**src/rtl/serial_alu_pkg.sv**
```systemverilog
// Shared opcodes, sequencer states and opcode legality for the bit-serial ALU sequencer.
// Optional subtract support is enabled by defining SERIAL_ALU_SUB_EN.
package serial_alu_pkg;

  localparam logic [2:0] OP_ADD  = 3'b000;
  localparam logic [2:0] OP_AND  = 3'b001;
  localparam logic [2:0] OP_OR   = 3'b010;
  localparam logic [2:0] OP_XOR  = 3'b011;
  localparam logic [2:0] OP_XNOR = 3'b100;
  localparam logic [2:0] OP_SUB  = 3'b101;

  typedef enum logic [1:0] {
    IDLE = 2'd0,
    RUN  = 2'd1,
    DONE = 2'd2
  } state_e;

  // Opcodes are dense from 000 upward, so legality is a single upper bound.
  function automatic logic op_legal(input logic [2:0] op);
`ifdef SERIAL_ALU_SUB_EN
    return (op <= OP_SUB);
`else
    return (op <= OP_XNOR);
`endif
  endfunction

endpackage

```
**src/rtl/serial_shreg.sv**
```systemverilog
// WIDTH-bit parallel-load, right-shift register; ser_in enters at the MSB.
module serial_shreg #(
  parameter int unsigned WIDTH = 8
) (
  input  logic             clk,
  input  logic             rst,
  input  logic             load,
  input  logic [WIDTH-1:0] load_val,
  input  logic             shift,
  input  logic             ser_in,
  output logic [WIDTH-1:0] q
);

  logic [WIDTH-1:0] shreg_q, shreg_d;

  always_comb begin
    shreg_d = shreg_q;
    if (load) begin
      shreg_d = load_val;
    end else if (shift) begin
      shreg_d = {ser_in, shreg_q[WIDTH-1:1]};
    end
  end

  always_ff @(posedge clk) begin
    if (rst) begin
      shreg_q <= '0;
    end else begin
      shreg_q <= shreg_d;
    end
  end

  assign q = shreg_q;

endmodule

```
**src/rtl/serial_alu_seq.sv**
```systemverilog
// Bit-serial sequencer driving a 1-bit ALU slice LSB first into a WIDTH-bit result.
// Define SERIAL_ALU_SUB_EN to enable opcode 101 (A - B via ~B plus carry-in 1).
module serial_alu_seq
  import serial_alu_pkg::*;
#(
  parameter int unsigned WIDTH = 8
) (
  input  logic             CLK,
  input  logic             RST,
  input  logic             start,
  input  logic [2:0]       Mode,
  input  logic [WIDTH-1:0] A_in,
  input  logic [WIDTH-1:0] B_in,
  output logic             busy,
  output logic             done,
  output logic [WIDTH-1:0] Result,
  output logic             Carry,
  output logic             Zero,
  output logic             Err,
  output logic [2:0]       Slice_Mode,
  output logic             Slice_A,
  output logic             Slice_B,
  output logic             Slice_C_in,
  input  logic             Slice_X,
  input  logic             Slice_C_out
);

  localparam int unsigned CNT_W = $clog2(WIDTH);

  state_e           state_q, state_d;
  logic [CNT_W-1:0] cnt_q, cnt_d;
  logic             carry_q, carry_d;
  logic             carry_out_q, carry_out_d;
  logic             zero_q, zero_d;
  logic             err_q, err_d;
  logic             done_q, done_d;
  logic             busy_q, busy_d;
  logic [2:0]       mode_q, mode_d;

  logic             ld_ops, ld_res, run;
  logic [WIDTH-1:0] a_q, b_q, res_q, b_load;
  logic             carry_init;
  logic [2:0]       mode_map;

`ifdef SERIAL_ALU_SUB_EN
  logic is_sub;
  assign is_sub     = (Mode == OP_SUB);
  assign b_load     = is_sub ? ~B_in : B_in;
  assign carry_init = is_sub;
  assign mode_map   = is_sub ? OP_ADD : Mode;
`else
  assign b_load     = B_in;
  assign carry_init = 1'b0;
  assign mode_map   = Mode;
`endif

  // Operand registers shift in zeros, so bit 0 reads 0 once the last bit has gone out.
  serial_shreg #(.WIDTH(WIDTH)) u_a_reg (
    .clk(CLK), .rst(RST), .load(ld_ops), .load_val(A_in),
    .shift(run), .ser_in(1'b0), .q(a_q)
  );

  serial_shreg #(.WIDTH(WIDTH)) u_b_reg (
    .clk(CLK), .rst(RST), .load(ld_ops), .load_val(b_load),
    .shift(run), .ser_in(1'b0), .q(b_q)
  );

  serial_shreg #(.WIDTH(WIDTH)) u_res_reg (
    .clk(CLK), .rst(RST), .load(ld_res), .load_val({WIDTH{1'b0}}),
    .shift(run), .ser_in(Slice_X), .q(res_q)
  );

  // Next-state, datapath control and status update.
  always_comb begin
    state_d     = state_q;
    cnt_d       = cnt_q;
    carry_d     = carry_q;
    carry_out_d = carry_out_q;
    zero_d      = zero_q;
    err_d       = err_q;
    mode_d      = mode_q;
    ld_ops      = 1'b0;
    ld_res      = 1'b0;
    run         = 1'b0;

    case (state_q)
      RUN: begin
        run     = 1'b1;
        cnt_d   = cnt_q + CNT_W'(1);
        carry_d = Slice_C_out;
        if (cnt_q == CNT_W'(WIDTH - 1)) begin
          state_d     = DONE;
          carry_d     = 1'b0;
          carry_out_d = Slice_C_out;
          zero_d      = ({Slice_X, res_q[WIDTH-1:1]} == {WIDTH{1'b0}});
        end
      end
      default: begin
        state_d = IDLE;
        if (start) begin
          carry_out_d = 1'b0;
          if (op_legal(Mode)) begin
            state_d = RUN;
            ld_ops  = 1'b1;
            cnt_d   = '0;
            carry_d = carry_init;
            mode_d  = mode_map;
            err_d   = 1'b0;
          end else begin
            state_d = DONE;
            ld_res  = 1'b1;
            zero_d  = 1'b1;
            err_d   = 1'b1;
          end
        end
      end
    endcase

    done_d = (state_d == DONE);
    busy_d = (state_d == RUN);
  end

  always_ff @(posedge CLK) begin
    if (RST) begin
      state_q     <= IDLE;
      cnt_q       <= '0;
      carry_q     <= 1'b0;
      carry_out_q <= 1'b0;
      zero_q      <= 1'b1;
      err_q       <= 1'b0;
      done_q      <= 1'b0;
      busy_q      <= 1'b0;
      mode_q      <= OP_ADD;
    end else begin
      state_q     <= state_d;
      cnt_q       <= cnt_d;
      carry_q     <= carry_d;
      carry_out_q <= carry_out_d;
      zero_q      <= zero_d;
      err_q       <= err_d;
      done_q      <= done_d;
      busy_q      <= busy_d;
      mode_q      <= mode_d;
    end
  end

  assign busy       = busy_q;
  assign done       = done_q;
  assign Result     = res_q;
  assign Carry      = carry_out_q;
  assign Zero       = zero_q;
  assign Err        = err_q;
  assign Slice_Mode = mode_q;
  assign Slice_A    = a_q[0];
  assign Slice_B    = b_q[0];
  assign Slice_C_in = carry_q;

endmodule

```
**config.mk**
```make
export PLATFORM = sky130hd
export DESIGN_NAME = serial_alu_seq
export DESIGN_NICKNAME = d
export VERILOG_FILES = /design/src/rtl/serial_alu_pkg.sv /design/src/rtl/serial_shreg.sv /design/src/rtl/serial_alu_seq.sv
export SDC_FILE = /design/constraint.sdc
export NUM_CORES = 1
export LEC_CHECK = 0
export CAP_MARGIN = 20
export CELL_PAD_IN_SITES_DETAIL_PLACEMENT = 2
export CELL_PAD_IN_SITES_GLOBAL_PLACEMENT = 2
export CORE_UTILIZATION = 30
export CTS_CLUSTER_DIAMETER = 100
export DETAILED_ROUTE_END_ITERATION = 6
export MAX_ROUTING_LAYER = met4
export PLACE_DENSITY_LB_ADDON = 0.1
export SLEW_MARGIN = 20
export SYNTH_ARGS = -nofsm -noshare
export SYNTH_HDL_FRONTEND = slang
export SYNTH_SLANG_ARGS = --single-unit
```
**constraint.sdc**
```tcl
create_clock -name CLK -period 2 [get_ports CLK]
set_clock_uncertainty 0.05 [all_clocks]
set_input_delay 0.2 -clock CLK [delete_from_list [all_inputs] [get_ports CLK]]
set_output_delay 0.2 -clock CLK [all_outputs]
set_load 0.03 [all_outputs]
```
==> metrics.cfg, run 1 <==
[routing]
vias_per_cell=4.98
routedWlPerCell_um=16.2
drt_iter0_drc=51
via_count=1495
wirelength_um=4860
drtAntennaViolNets=0
remaining_drc_errors=0
drt_pre_antenna_iters=4

[finish]
mostFrequentLayoutCells=42 x clkdlybuf4s50_1, 38 x dfxtp_1, 36 x nand2_1
area_growth_pct=35.1
drive_gt1_share_pct=13.5
fill_cells=558
final_nets=256
layout_commonest_cell=clkdlybuf4s50_1
num_antenna_cells=0

[run]
maxCapViolations=0

[timing]
hold_violations=0
finalCritPeriodShare_pct=81.5
rsz0062_at_grt=no
maxSlewViolCount=0
period_needed_ns=1.63
worst_pin_slew_ns=0.422
max_slew_margin_pct=71.6
tns_ns=0
finalSetupViolCount=0
fmax_ghz=0.614

[logic_synthesis]
seq_area_frac_synth_pct=46.8
synth_nets=213
synthCells=187
syn_area_per_cell_um2=8.68
netlist_area_um2=1620
synth_warnings=0
ys_seq_elements=38
synth.distinct_cells=29

[critical_path]
path_delay_family=buffers and inverters
slowest_delay_ns=0.70
crit_chain=clkdlybuf4s50_1
cp_data_required_time_ns=1.75
cp_max_fo=4
critPathSlowestCell=clkdlybuf4s50_1
reg2reg_slack_ns=0.54
worstPathArrival_ns=1.38
crit_type=flop to output port
worst-path-buf-inv=1
end_kind=output port
start_kind=flop

[global_routing]
grt_pass1_wl_um=7590
grt_start_max_net_pins=31
grt_util_all_layers_pct=18.6
antenna_found_initial=0
grt-ovfl-total=0
grt_pass1_vias=1612

[floorplan]
die-width_um=75.6
core_area_um2=5170
die_h_um=75.6
die_area_um2=5710
start_util_pct=31.4
rows=26
io_pins=43

[pwr]
finalPower_w=0.00163
p_leak_nw=0.786
power_density_nw_per_um2=744
peakVddDrop_uv=337

[status]
status=completed

[clock_tree]
post_cts_resize_count=0
path_clk_slew_ns=0.07
cts_buffers=5
holdBufCountCts=0
cts_tree=built
cts_sinks=38
cts_htree_levels=2
cts.path.max_buffers=2
clk_latency_ns=0.28
clock-root-buffer=clkbuf_8
post_cts_buffers=0

[place]
dpl.hpwl_um=3470
gp_congestion=0.687
port_buffers=42

[min_path]
hold_class=flop to flop

power breakdown:
group,internal [W],switching [W]
clock,0.000240,0.000254
sequential,0.000802,0.0000252
combinational,0.000138,0.000173
total,0.00118,0.000453
final cells by class:
type                            instances  area [um^2]  area share (%)
Clock buffer                            7         76.3            3.48
Multi-Input combinational cell        136          785            35.7
Sequential cell                        38          761            34.7
Tap cell                               70         87.6            3.99
Timing Repair Buffer                   49          485            22.1
routing by layer:
| layer | global-route usage (%) | part of all wire [%] | routed length [um] | vias up |
|---|---|---|---|---|
| met2 | 31.3 | 51 | 2490 | 30 |
| met3 | 2.78 | 2.6 | 127 | 5 |
| met4 | 6.38 | 0.91 | 44 | 0 |
| met5 | - | 0 | 0 | - |
| met1 | 22.6 | 45 | 2190 | 728 |
| li1 | - | - | - | 732 |
sequential cells by signal, summed over array words and instances (netlist names):
name and count:
Carry 1, Err 1, Slice_C_in 1, Slice_Mode 3, Zero 1, busy 1
cnt_q 3, done 1, state_q 2, u_a_reg.q 8, u_b_reg.q 8, u_res_reg.q 8
synth_stat cells:
cell	number	area, um^2
nor3_2	2	20.0
buf_1	1	3.75
nand2b_1	3	18.8
buf_4	2	15.0
a211oi_2	7	87.6
nor4_1	2	12.5
nand3_1	5	25.0
a21oi_2	7	61.3
buf_2	5	25.0
a31oi_1	1	6.26
and3b_1	1	8.76
nand3b_1	1	7.51
buf_12	1	20.0
a211oi_1	7	52.6
nand2_1	36	135
dfxtp_1	38	761
clkbuf_1	4	15.0
ha_1	2	25.0
o21ai_0	5	25.0
or3b_4	1	11.3
and2_1	3	18.8
a21oi_1	27	135
nor3_1	1	5.00
mux2i_1	2	20.0
o21ai_2	1	8.76
o21bai_1	1	7.51
nor3b_1	1	7.51
nor2_1	19	71.3
nor2b_4	1	13.8
through the flow:
step / utilization, % / hold slack [ns] / setup slack [ns] / std cells / cell area [um^2]
after global placement: 41.0 / 0.396 / 0.286 / 293 / 2120
after CTS: 42.4 / 0.425 / 0.353 / 300 / 2190
after floorplan: - / 0.286 / 0.748 / 187 / 1620
final: 42.4 / 0.416 / 0.371 / 300 / 2190
after detailed placement: 41.0 / 0.405 / 0.216 / 293 / 2120
after global routing: 42.4 / 0.455 / 0.309 / 300 / 2190
kinds of logic (layout without fill, tap and decap cells):
kind of cell,after synthesis,count (layout),synth area share (%)
adder cells (fa/ha/maj),2,2,1.54
AND/OR/NAND/NOR,76,76,21.9
multiplexers,2,2,1.23
AO/OA/AOI/OAI,56,56,23.7
buffers and inverters,13,56,4.85
flip-flops,38,38,46.8
final timing paths:
kind,startpoint,end,depth (start not counted)
setup reg to reg,state_q[0]$_SDFF_PP0_,u_b_reg.q[5]$_SDFFE_PP0P_,4
hold / removal,u_b_reg.q[2]$_SDFFE_PP0P_,u_b_reg.q[2]$_SDFFE_PP0P_,2
setup / recovery,u_res_reg.q[6]$_SDFFE_PP0P_,Result[6],1
hold reg to reg,u_b_reg.q[2]$_SDFFE_PP0P_,u_b_reg.q[2]$_SDFFE_PP0P_,2
Power figures use the tool's default switching activity.
==> inputs of run 2 (changes only) <==
--- a/config.mk
+++ b/config.mk
@@ -8,7 +8,7 @@
 export CAP_MARGIN = 20
 export CELL_PAD_IN_SITES_DETAIL_PLACEMENT = 2
 export CELL_PAD_IN_SITES_GLOBAL_PLACEMENT = 2
-export CORE_UTILIZATION = 30
+export CORE_UTILIZATION = 25
 export CTS_CLUSTER_DIAMETER = 100
 export DETAILED_ROUTE_END_ITERATION = 6
 export MAX_ROUTING_LAYER = met4
==> constraint.sdc (replaced) <==
create_clock -name CLK -period 1.4 [get_ports CLK]
set_clock_uncertainty 0.05 [all_clocks]
set_input_delay 0.14 -clock CLK [delete_from_list [all_inputs] [get_ports CLK]]
set_output_delay 0.14 -clock CLK [all_outputs]
set_load 0.03 [all_outputs]
==> metrics.cfg, run 2 (same netlist as run 1, synthesis figures left out) <==
[place]
dpl-instance-area_um2=2220  ; +4.8%
dp_cells=309  ; +5.5%
port_buffers=42  ; unchanged
dpl.hpwl_um=3660  ; +5.5%
gp_congestion=0.714  ; +3.9%

[critical_path]
slowest_delay_ns=0.44  ; -0.26 ns
worstPathArrival_ns=1.48  ; +0.10 ns
crit_chain=clkdlybuf4s50_1 > o21ai_2 > and2_1 > buf_12 > a21oi_1 > a211oi_1
cp_data_required_time_ns=1.54  ; -0.21 ns
path_delay_family=buffers and inverters
crit_type=primary input to flop
critPathSlowestCell=clkdlybuf4s50_1
end_kind=flop
worst-path-buf-inv=2  ; +1
start_kind=primary input
cp_max_fo=17  ; +13

[floorplan]
start_util_pct=25.7  ; -5.7 points
die-width_um=82.6  ; +9.3%
die_area_um2=6820  ; +19%
io_pins=43  ; unchanged
core_area_um2=6310  ; +22%
rows=29  ; +12%
die_h_um=82.6  ; +9.3%

[clock_tree]
path_clk_slew_ns=0.07  ; about the same
cts_sinks=38  ; unchanged
cts_buffers=5  ; unchanged
cts.path.max_buffers=2  ; unchanged
clock-root-buffer=clkbuf_8
cts_htree_levels=2  ; unchanged
clk_latency_ns=0.28  ; about the same
holdBufCountCts=0  ; unchanged
cts_tree=built

[finish]
layout_commonest_cell=dfxtp_1
final_area_um2=2300  ; +4.8%
area_growth_pct=41.6
fill_cells=728  ; +30%
mostFrequentLayoutCells=38 x dfxtp_1, 36 x nand2_1, 27 x a21oi_1
final_nets=265  ; +3.5%
drive_gt1_share_pct=19.3  ; +5.8 points
finish.utilization_pct=36.4  ; -6.0 points
regArea_um2=761  ; unchanged
num_antenna_cells=0  ; unchanged
multiInputGateArea_um2=802  ; +2.2%
instances_no_fill=315  ; +5.0%

[status]
status=completed

[pwr]
p_sw_share_pct=27.1  ; -0.60 points
peakVddDrop_uv=358  ; +6.3%
p_sw_w=0.000648  ; +43%
power_density_nw_per_um2=1040  ; +40%
power_frac_seq_pct=49.4  ; -1.2 points
pwr-share-clk_pct=31.0  ; +0.7 points
p_leak_nw=0.923  ; +17%
combPwrFrac_pct=19.6  ; +0.5 points
p_int_w=0.00174  ; +48%

[min_path]
hold_class=flop to flop

[routing]
drtAntennaViolNets=0  ; unchanged
vias_per_cell=4.78  ; -4.1%
via_count=1506  ; +0.74%
wirelength_um=4940  ; +1.7%
remaining_drc_errors=0  ; unchanged
drt_pre_antenna_iters=4  ; unchanged
drt_iter0_drc=35  ; -31%
routedWlPerCell_um=15.7  ; -3.1%

[timing]
hold_violations=0  ; unchanged
worst_pin_slew_ns=0.354  ; -0.0684 ns
max_slew_margin_pct=76.2  ; +4.6 points
finalSetupViolCount=0  ; unchanged
period_needed_ns=1.35
tns_ns=0  ; unchanged
fmax_ghz=0.743
hold_ws_ns=0.417  ; +0.000509 ns
finalCritPeriodShare_pct=96.1
maxSlewViolCount=0  ; unchanged
rsz0062_at_grt=no

[global_routing]
grt_pass1_wl_um=7780  ; +2.5%
grt_util_all_layers_pct=15.9  ; -2.7 points
grt_pass1_vias=1666  ; +3.3%
grt-ovfl-total=0  ; unchanged
antenna_found_initial=0  ; unchanged
grt_start_max_net_pins=31  ; unchanged

[run]
maxCapViolations=0  ; unchanged

==> run 2: per-layer routing <==
layer  share of wire [%]  wire [um]  vias up  GRT usage (%)
met2                  52       2590       29           29.3
met5                   0          0        -              -
met4                0.47         23        0           4.14
met3                 3.7        183        2           3.63
met1                  43       2140      732           17.1
li1                    -          -      743              -
==> run 2: power by group through the flow <==
stage                     combinational (W)  clock (W)  sequential (W)
final                              0.000469   0.000740         0.00118
after global routing               0.000514   0.000808         0.00119
after CTS                          0.000474   0.000774         0.00118
after global placement             0.000463          0         0.00120
after floorplan                    0.000231          0         0.00123
after detailed placement           0.000484          0         0.00121
==> run 2: worst reg2reg max path, cell delays in order (launching register included) <==
cell      delay, ns
dfxtp_1        0.32
nor2b_4        0.14
or3b_4         0.41
and3b_1        0.17
o21bai_1       0.11
==> run 2: final cells by class <==
class | count | share of cell area (%)
clock buffers | 6 | 3.59
multi-input cells | 136 | 34.9
flip-flops and latches | 38 | 33.1
well taps | 77 | 4.19
repair buffers | 58 | 24.3
==> run 2: stage by stage <==
stage	power, W	setup WS (ns)
6_report	0.00239	0.0549
5_1_grt	0.00251	0.00720
4_1_cts	0.00243	0.00903
3_5_place_dp	0.00169	-0.255
3_3_place_gp	0.00166	-0.195
2_1_floorplan	0.00147	0.148
==> run 2: path summary, 6_finish.rpt <==
kind | start | end | slack, ns | cells after the start
max | Mode[0] | u_b_reg.q[1]$_SDFFE_PP0P_ | 0.05 | 6
min | u_res_reg.q[0]$_SDFFE_PP0P_ | u_res_reg.q[0]$_SDFFE_PP0P_ | 0.42 | 2
max reg2reg | state_q[0]$_SDFF_PP0_ | Zero$_SDFFE_PP1P_ | 0.12 | 4
min reg2reg | u_res_reg.q[0]$_SDFFE_PP0P_ | u_res_reg.q[0]$_SDFFE_PP0P_ | 0.42 | 2
==> run 2: timing repair <==
item / 4_1_cts / 5_1_grt
buffers inserted: 0 / 0
gates resized for setup: 20 / 5
endpoints found under the setup margin: 21 / 16
==> inputs of run 3 (changes only) <==
--- a/config.mk
+++ b/config.mk
@@ -8,7 +8,7 @@
 export CAP_MARGIN = 20
 export CELL_PAD_IN_SITES_DETAIL_PLACEMENT = 2
 export CELL_PAD_IN_SITES_GLOBAL_PLACEMENT = 2
-export CORE_UTILIZATION = 25
+export CORE_UTILIZATION = 27
 export CTS_CLUSTER_DIAMETER = 100
 export DETAILED_ROUTE_END_ITERATION = 6
 export MAX_ROUTING_LAYER = met4
@@ -16,4 +16,5 @@
 export SLEW_MARGIN = 20
 export SYNTH_ARGS = -nofsm -noshare
 export SYNTH_HDL_FRONTEND = slang
+export SYNTH_HIERARCHICAL = 1
 export SYNTH_SLANG_ARGS = --single-unit
==> metrics.cfg, run 3 <==
[finish]
final_nets=263  ; -0.75%
num_antenna_cells=0  ; unchanged
multiInputGateArea_um2=1020  ; +28%
instances_no_fill=312  ; -0.95%
area_growth_pct=54.0
layout_commonest_cell=dfxtp_1
drive_gt1_share_pct=27.8  ; +8.5 points
finish.utilization_pct=43.5  ; +7.1 points
regArea_um2=767  ; +0.82%
fill_cells=625  ; -14%
mostFrequentLayoutCells=35 x dfxtp_1, 22 x mux2i_1, 21 x clkdlybuf4s50_1

[clock_tree]
cts_htree_levels=2  ; unchanged
cts.path.max_buffers=2  ; unchanged
clock-root-buffer=clkbuf_8
cts_tree=built
cts_sinks=38  ; unchanged
holdBufCountCts=0  ; unchanged
path_clk_slew_ns=0.07  ; about the same
clk_latency_ns=0.29  ; about the same
cts_buffers=5  ; unchanged

[critical_path]
critPathSlowestCell=clkdlybuf4s50_1
crit_chain=clkdlybuf4s50_1 > inv_2 > nor3_4 > buf_6 > buf_12 > nor2b_1 > a211oi_2
start_kind=primary input
end_kind=flop
slowest_delay_ns=0.52  ; +0.08 ns
crit_type=primary input to flop
path_delay_family=buffers and inverters
reg2reg_slack_ns=0.008  ; -0.11 ns
worstPathArrival_ns=1.51  ; +0.03 ns
worst-path-buf-inv=4  ; +2
cp_data_required_time_ns=1.52  ; -0.02 ns
cp_max_fo=8  ; -9

[timing]
finalCritPeriodShare_pct=99.5  ; +3.4 points
hold_violations=0  ; unchanged
finalSetupViolCount=0  ; unchanged
period_needed_ns=1.39  ; +0.0473 ns
maxSlewViolCount=0  ; unchanged
rsz0062_at_grt=yes
fmax_ghz=0.718  ; -3.4%
hold_ws_ns=0.108  ; -0.309 ns

[global_routing]
grt_pass1_vias=1582  ; -5.0%
gr-usage-met1_pct=18.3  ; +1.2 points
antenna_found_initial=0  ; unchanged
grt.met3_usage_pct=3.93  ; +0.31 points
grt_pass1_wl_um=7650  ; -1.7%
top_usage_layer=met2
grt_util_all_layers_pct=15.9  ; about the same
grt_start_max_net_pins=31  ; unchanged
use_met2_pct=27.6  ; -1.7 points
grt-ovfl-total=0  ; unchanged

[pwr]
p_int_w=0.00180  ; +3.4%
pwr-share-clk_pct=28.1  ; -2.9 points
p_sw_share_pct=29.0  ; +1.9 points
finalPower_w=0.00254  ; +6.2%
combPwrFrac_pct=24.0  ; +4.4 points
power_frac_seq_pct=47.9  ; -1.5 points
peakVddDrop_uv=369  ; +2.9%
p_sw_w=0.000737  ; +14%
power_density_nw_per_um2=973  ; -6.4%
p_leak_nw=1.04  ; +13%

[floorplan]
start_util_pct=28.3  ; +2.6 points
core_area_um2=5990  ; -5.1%
rows=28  ; -3.4%
die_h_um=81.2  ; -1.7%
die_area_um2=6600  ; -3.3%
io_pins=43  ; unchanged
die-width_um=81.2  ; -1.7%

[logic_synthesis]
synth_flop_cell=dfxtp_1
netlist_top_cells_area=dfxtp_1 45%, mux2i_1 14%, a211oi_1 11%, nor2b_1 8.9%, buf_6 2.0%
syn_area_per_cell_um2=10.2  ; +18%
synth.distinct_cells=32  ; +10%
synth_warnings=6  ; +6
seq_area_frac_synth_pct=44.9  ; -1.9 points
synth_top_area_cell=dfxtp_1
netlist_area_um2=1690  ; +4.3%
synthTopCellsByCount=38 x dfxtp_1, 25 x a211oi_1, 24 x mux2i_1, 24 x nor2b_1, 6 x nand2_1
synth_edf_count=0  ; unchanged
yosys.area.top_type_share_pct=44.9  ; -1.9 points
synthArstFlopShare_pct=0  ; unchanged
ys_seq_elements=38  ; unchanged
synthCells=166  ; -11%
yosysMostFrequentCell=dfxtp_1

[routing]
wirelength_um=5110  ; +3.4%
vias_per_cell=4.82  ; +0.83%
routedWlPerCell_um=16.4  ; +4.4%
drt_iter0_drc=57  ; +63%
drt_pre_antenna_iters=4  ; unchanged
drtAntennaViolNets=0  ; unchanged
via_count=1504  ; -0.13%
remaining_drc_errors=0  ; unchanged

[place]
port_buffers=42  ; unchanged
gp_congestion=0.810  ; +13%
dpl.hpwl_um=3470  ; -5.2%
dp_cells=297  ; -3.9%

[status]
status=completed

[min_path]
hold_class=primary input to flop

[run]
maxCapViolations=0  ; unchanged

[run 3: layout make-up]
cell class	instances	area share, %
clock buffer	7	2.93
sequential	38	29.4
timing repair buffer	63	23.2
tap	75	3.60
inverter	7	1.58
multi-input combinational	122	39.3
[run 3: logic make-up after synthesis]
group                      after synthesis  synth area share [%]
DFF                                     38                  44.9
AOI/OAI and AO/OA                       43                  18.6
adders and majority gates                2                  1.48
and+or+nand+nor                         43                  15.7
other                                    1                 0.221
buffers and inverters                   15                  4.95
muxes                                   24                  14.2
[run 3: power by group through the flow]
stage                     logic [W]  registers (W)  clock network, W
final                      0.000610        0.00122          0.000712
after global routing       0.000657        0.00122          0.000794
after CTS                  0.000536        0.00121          0.000745
after global placement     0.000525        0.00123                 0
after detailed placement   0.000547        0.00124                 0
after floorplan            0.000246        0.00130                 0
[run 3: repair_timing]
| item | 4_1_cts | 5_1_grt |
|---|---|---|
| gates cloned | 0 | 1 |
| pin swaps | 1 | 10 |
| gates resized for setup | 24 | 40 |
| endpoints found under the hold margin | 0 | 0 |
| setup endpoints to repair | 35 | 30 |
| setup buffers | 2 | 5 |
[run 3: routing by layer]
layer | up-vias | share of wire, %
li1 | 745 | -
met1 | 726 | 46
met2 | 29 | 50
met3 | 4 | 4.1
met4 | 0 | 0.70
met5 | - | 0
[run 3: worst paths after layout]
check | endpoint | cells after the start | startpoint
worst max-delay path | u_a_reg/q[7]$_SDFFE_PP0P_ | 7 | start
worst min-delay path | Slice_Mode[0]$_SDFFE_PP0P_ | 2 | Mode[0]
worst max register to register | u_a_reg/q[7]$_SDFFE_PP0P_ | 7 | state_q[1]$_SDFF_PP0_
worst min register to register | Slice_C_in$_SDFFE_PP0P_ | 2 | Slice_C_in$_SDFFE_PP0P_
[run 3: per-stage QoR]
step	TNS (ns)	cell area, um^2	worst slack (ns)
after floorplan	0	1730	0.0210
after global placement	-5.66	2310	-0.226
after detailed placement	-8.17	2310	-0.345
after CTS	-0.0552	2400	-0.0192
after global routing	-0.531	2610	-0.0809
final	0	2610	0.00762
